==> src/rtl/drum_hit_classifier.sv <==
// rtl/drum_hit_classifier.sv - IMU drumstick hit classifier (optional open hi-hat via DRUM_HIHAT_OPEN_EN)
module drum_hit_classifier #(
    parameter int STRIKE_THRESH    = -2500,
    parameter int CYMBAL_PITCH_DEG = 50,
    parameter int HIHAT_GZ_THRESH  = 4000
) (
    input  logic        clk,
    input  logic        rst,
    input  logic        valid_in,
    input  logic [31:0] yaw,
    input  logic [31:0] pitch,
    input  logic [15:0] gyro_y,
    input  logic [15:0] gyro_z,
    input  logic        is_left_hand,
    output logic        valid_out,
    output logic [3:0]  drum_code,
    output logic [2:0]  zone_id,
    output logic        strike_armed
);

    localparam logic signed [15:0] STRIKE_T = 16'(STRIKE_THRESH);
    localparam logic signed [31:0] PITCH_T  = 32'(CYMBAL_PITCH_DEG * 32768);
    localparam logic [15:0]        GZ_T     = 16'(HIHAT_GZ_THRESH);

    logic [31:0] yaw_deg;
    logic [31:0] eff_deg;
    logic [2:0]  zone;
    logic        below;
    logic        new_strike;
    logic        pitch_high;
    logic [15:0] gz_mag;
    logic        gz_over;
    logic        gz_open;

    logic        s1_strike;
    logic        s1_high;
    logic        s1_open;
    logic [3:0]  code;
    logic        sounding;

    assign yaw_deg    = yaw >> 15;
    assign eff_deg    = (is_left_hand && yaw_deg != 32'd0) ? (32'd360 - yaw_deg) : yaw_deg;
    assign below      = $signed(gyro_y) < STRIKE_T;
    assign new_strike = strike_armed && below;
    assign pitch_high = $signed(pitch) > PITCH_T;
    // -32768 has no positive twin, so its magnitude clamps to 32767
    assign gz_mag     = gyro_z[15] ? ((gyro_z == 16'h8000) ? 16'h7fff : (16'd0 - gyro_z)) : gyro_z;
    assign gz_over    = gz_mag > GZ_T;

`ifdef DRUM_HIHAT_OPEN_EN
    assign gz_open = gz_over;
`else
    assign gz_open = 1'b0 & gz_over;
`endif

    // Mirrored integer yaw mapped onto the five kit zones
    always_comb begin
        zone = 3'd4;
        if (eff_deg >= 32'd20 && eff_deg < 32'd120)
            zone = 3'd0;
        else if (eff_deg >= 32'd340 || eff_deg < 32'd20)
            zone = 3'd1;
        else if (eff_deg >= 32'd305)
            zone = 3'd2;
        else if (eff_deg >= 32'd200)
            zone = 3'd3;
    end

    // Stage 1: capture zone, pitch/gyro_z flags and strike edge with re-arm hysteresis
    always_ff @(posedge clk) begin
        if (rst) begin
            s1_strike    <= 1'b0;
            s1_high      <= 1'b0;
            s1_open      <= 1'b0;
            zone_id      <= 3'd0;
            strike_armed <= 1'b1;
        end else begin
            s1_strike <= 1'b0;
            if (valid_in) begin
                s1_strike <= new_strike;
                s1_high   <= pitch_high;
                s1_open   <= gz_open;
                zone_id   <= zone;
                if (new_strike)
                    strike_armed <= 1'b0;
                else if (!below)
                    strike_armed <= 1'b1;
            end
        end
    end

    // Drum code lookup from the stage-1 zone and pitch/gyro_z flags
    always_comb begin
        code     = 4'd0;
        sounding = 1'b1;
        case (zone_id)
            3'd0:    code = s1_high ? (s1_open ? 4'd8 : 4'd1) : 4'd0;
            3'd1:    code = s1_high ? 4'd5 : 4'd3;
            3'd2:    code = s1_high ? 4'd6 : 4'd4;
            3'd3:    code = s1_high ? 4'd6 : 4'd7;
            default: sounding = 1'b0;
        endcase
    end

    // Stage 2: pulse valid_out and latch the code on a sounding strike
    always_ff @(posedge clk) begin
        if (rst) begin
            valid_out <= 1'b0;
            drum_code <= 4'd0;
        end else begin
            valid_out <= s1_strike && sounding;
            if (s1_strike && sounding)
                drum_code <= code;
        end
    end

endmodule

==> config.mk <==
export PLATFORM = sky130hd
export DESIGN_NAME = drum_hit_classifier
export DESIGN_NICKNAME = d
export VERILOG_FILES = /design/src/rtl/drum_hit_classifier.sv
export SDC_FILE = /design/constraint.sdc
export NUM_CORES = 1
export LEC_CHECK = 0
export CELL_PAD_IN_SITES_DETAIL_PLACEMENT = 0
export CELL_PAD_IN_SITES_GLOBAL_PLACEMENT = 1
export CORE_UTILIZATION = 21
export DETAILED_ROUTE_END_ITERATION = 10
export PLACE_DENSITY_LB_ADDON = 0.05
export SYNTH_ARGS = -nofsm -noshare
export SYNTH_HDL_FRONTEND = slang
export SYNTH_SLANG_ARGS = --single-unit
==> constraint.sdc <==
create_clock -name clk -period 3.5 [get_ports clk]
set_clock_uncertainty 0.2 [all_clocks]
set_input_delay 0.525 -clock clk [delete_from_list [all_inputs] [get_ports clk]]
set_output_delay 0.525 -clock clk [all_outputs]
set_load 0.05 [all_outputs]
==> flow_metrics.py <==
metrics = {
    "grt": {
        "antenna_found_initial": 0,
        "grt_pass1_vias": 1839,
        "grt_pass1_wl_um": 8760,
        "grt_remaining_overflow": 0,
        "grt_util_all_layers_pct": 15.2,
        "grt_max_degree": 14,
    },
    "cts": {
        "numCtsBuffers": 3,
        "clk_pin_slew_ps": 40,
        "cts_resized": 0,
        "htreeDepth": 1,
        "cts_max_path_buffers": 2,
        "cts.sinks": 10,
        "ctsHoldBuffers": 0,
        "clockRootBuffer": "clkbuf_8",
        "post_cts_buffers": 0,
        "clk_latency_ps": 230,
        "cts_tree": "yes",
    },
    "synth": {
        "avgSynthCellArea_um2": 6.96,
        "synth.distinct_cells": 63,
        "synth-main-ff-cell": "dfxtp_1",
        "yosys_warnings": 0,
        "synth_commonest_cells": "nor2_1 (18), o21ai_0 (15), a21oi_1 (14)",
        "yosysTopAreaCell": "dfxtp_1",
        "ys_ff_latch": 10,
        "synth_area_leaders": "dfxtp_1 (15%), o21ai_0 (5.4%), a21oi_1 (5.1%), nor2_1 (4.9%), nor3_1 (3.6%)",
        "synthesis.area_mm2": 0.00138,
        "yosysMostFrequentCell": "nor2_1",
        "netlist_instances": 198,
        "async_flop_share_pct": 0,
        "synth_edf_count": 0,
        "syn_nets": 300,
        "seq_area_frac_synth_pct": 14.5,
        "synth_top_area_share_pct": 14.5,
    },
    "finish": {
        "drive_above_1_share_pct": 17.0,
        "num_antenna_cells": 0,
        "fillCellCount": 677,
        "finalNetCount": 398,
        "finalNonFillerCells": 371,
        "area_growth_pct": 76.0,
        "seqCellArea_um2": 200,
        "multiInputGateArea_mm2": 0.00108,
    },
    "floorplanning": {
        "start_util_pct": 21.7,
        "ioPinCount": 109,
        "die_width_um": 83.0,
        "fp.dieH_um": 83.0,
        "dieArea_mm2": 0.00689,
        "core_mm2": 0.00635,
        "rows": 29,
    },
    "sta": {
        "fmax_mhz": 298,
        "tightest_slew_ps": 502,
        "rsz0062_at_grt": "false",
        "fin_crit_ps": 3360,
        "setup_viol": 0,
        "finalMaxSlewViolations": 0,
        "period_share_pct": 95.9,
        "max_slew_margin_pct": 66.4,
        "fin_ws_ps": 145,
        "hold_viol_final": 0,
    },
    "setup_path": {
        "start_kind": "input pin",
        "endpoint": "zone_id[0]",
        "cp_data_arrival_time_ps": 3270,
        "worst-setup-path-type": "input pin to flop",
        "cp_max_fo": 6,
        "worstPathRequired_ps": 3420,
        "cp-startpoint": "yaw[26]",
        "r2r_end": "drum_code[1]",
        "reg2reg_from": "s1_strike",
        "r2r.worst_path.cells": 3,
        "endpoint_kind": "flop",
        "r2r_slack_ps": 2280,
    },
    "place": {
        "routabilityCongestion": 0.796,
        "io_buffers": 74,
        "dp.cells": 368,
        "hpwl_um": 4500,
        "pre_cts_slack_ps": -106,
    },
    "power_and_ir_drop": {
        "internal-power_uw": 324,
        "p_per_area_mw_per_mm2": 195,
        "p_sw_uw": 148,
        "power.share.sequential_pct": 25.9,
        "pwr-share-comb_pct": 50.1,
        "leakagePower_uw": 0.000903,
        "vdd_drop_max_uv": 243,
        "clkPwrFrac_pct": 24.0,
        "swShare_pct": 31.4,
    },
    "route": {
        "num_vias": 1878,
        "viasPerCell": 5.06,
        "drc_errors": 0,
        "firstDrtPassIters": 4,
        "detail_route.wl_per_cell_um": 14.4,
        "drt_iter0_markers": 43,
        "ant_nets": 0,
        "drt_wl_total_um": 5340,
    },
    "flow_run": {
        "max-cap-violations": 0,
    },
    "worst_hold_path": {
        "min_path_type": "flop to flop",
    },
    "run_status": {
        "outcome": "finished, final reports clean",
    },
}
## power by group through the flow
| stage | Sequential [uW] | Clock, uW | Combinational (uW) |
|---|---|---|---|
| 2_1_floorplan | 136 | 0 | 92.3 |
| 3_3_place_gp | 124 | 0 | 238 |
| 3_5_place_dp | 124 | 0 | 237 |
| 4_1_cts | 122 | 119 | 238 |
| 5_1_grt | 122 | 127 | 257 |
| 6_report | 122 | 114 | 237 |
## logic make-up (layout without fill, tap and decap cells)
group,Yosys count,count (layout),share of synthesized area [%]
DFF,10,10,14.5
other,1,1,0.272
AOI/OAI and AO/OA,73,73,37.1
xor gates and xnor gates,2,2,1.27
and+or+nand+nor,84,84,34.7
buffers and inverters,22,118,7.26
adders and majority gates,2,2,1.81
muxes,4,4,3.09
## state kept, by name, indices dropped and copies added, names as in the netlist
register      count
s1_strike         1
drum_code         3
valid_out         1
strike_armed      1
s1_high           1
zone_id           3
## critical path: stages
cell             delay (ps)
clkdlybuf4s50_1         420
or4_4                   560
or4b_4                  570
o21ai_4                 270
nor3_1                   90
o31a_1                  280
nor3_4                  250
a311o_2                 230
o21ai_1                  70
## cell usage in the layout, fill, tap and decap left out, types with 3 or more instances in the layout
cell type / instances
a21oi_1: 14
a31oi_1: 4
buf_4: 31
clkbuf_8: 3
clkdlybuf4s50_1: 74
dfxtp_1: 10
inv_1: 10
nand2_1: 12
nand2b_1: 5
nand3_1: 7
nand4_1: 5
nor2_1: 18
nor3_1: 10
nor4_1: 8
o2111ai_1: 4
o211ai_1: 3
o21ai_0: 15
o21ai_1: 5
## metrics by stage
step	power, uW	utilization, %	instance area, um^2	hold WS (ps)	TNS [ps]
after global placement	362	37.6	2390	246	-343
after floorplan	228	-	1380	266	0
final	473	38.2	2430	251	0
after detailed placement	361	37.6	2390	248	-308
after global routing	506	38.2	2430	272	0
after CTS	479	38.2	2430	254	0
## area by class of cell
cell class / instances / area share (%)
multi-input combinational: 166 / 44.4
timing repair buffer: 105 / 40.1
sequential: 10 / 8.25
tap: 77 / 3.97
clock buffer: 3 / 1.70
inverter: 10 / 1.55
## worst min path at each step
stage | end | startpoint | cells past startpoint
after floorplan | valid_out | s1_strike | 2
final | drum_code[0] | drum_code[0] | 2
after global routing | drum_code[0] | drum_code[0] | 2
after global placement | s1_strike | strike_armed | 2
after CTS | drum_code[0] | drum_code[0] | 2
after detailed placement | s1_strike | strike_armed | 2
## metal layers
layer | up-vias | GRT usage (%) | routed length (um) | share of wire [%]
met1 | 878 | 20.7 | 2520 | 47
met3 | 10 | 1.79 | 119 | 2.2
met2 | 30 | 25.7 | 2610 | 49
met4 | 0 | 2.98 | 91 | 1.7
met5 | - | 0 | 0 | 0
li1 | 960 | - | - | -
Note: power is estimated with default switching activity, not from simulation.
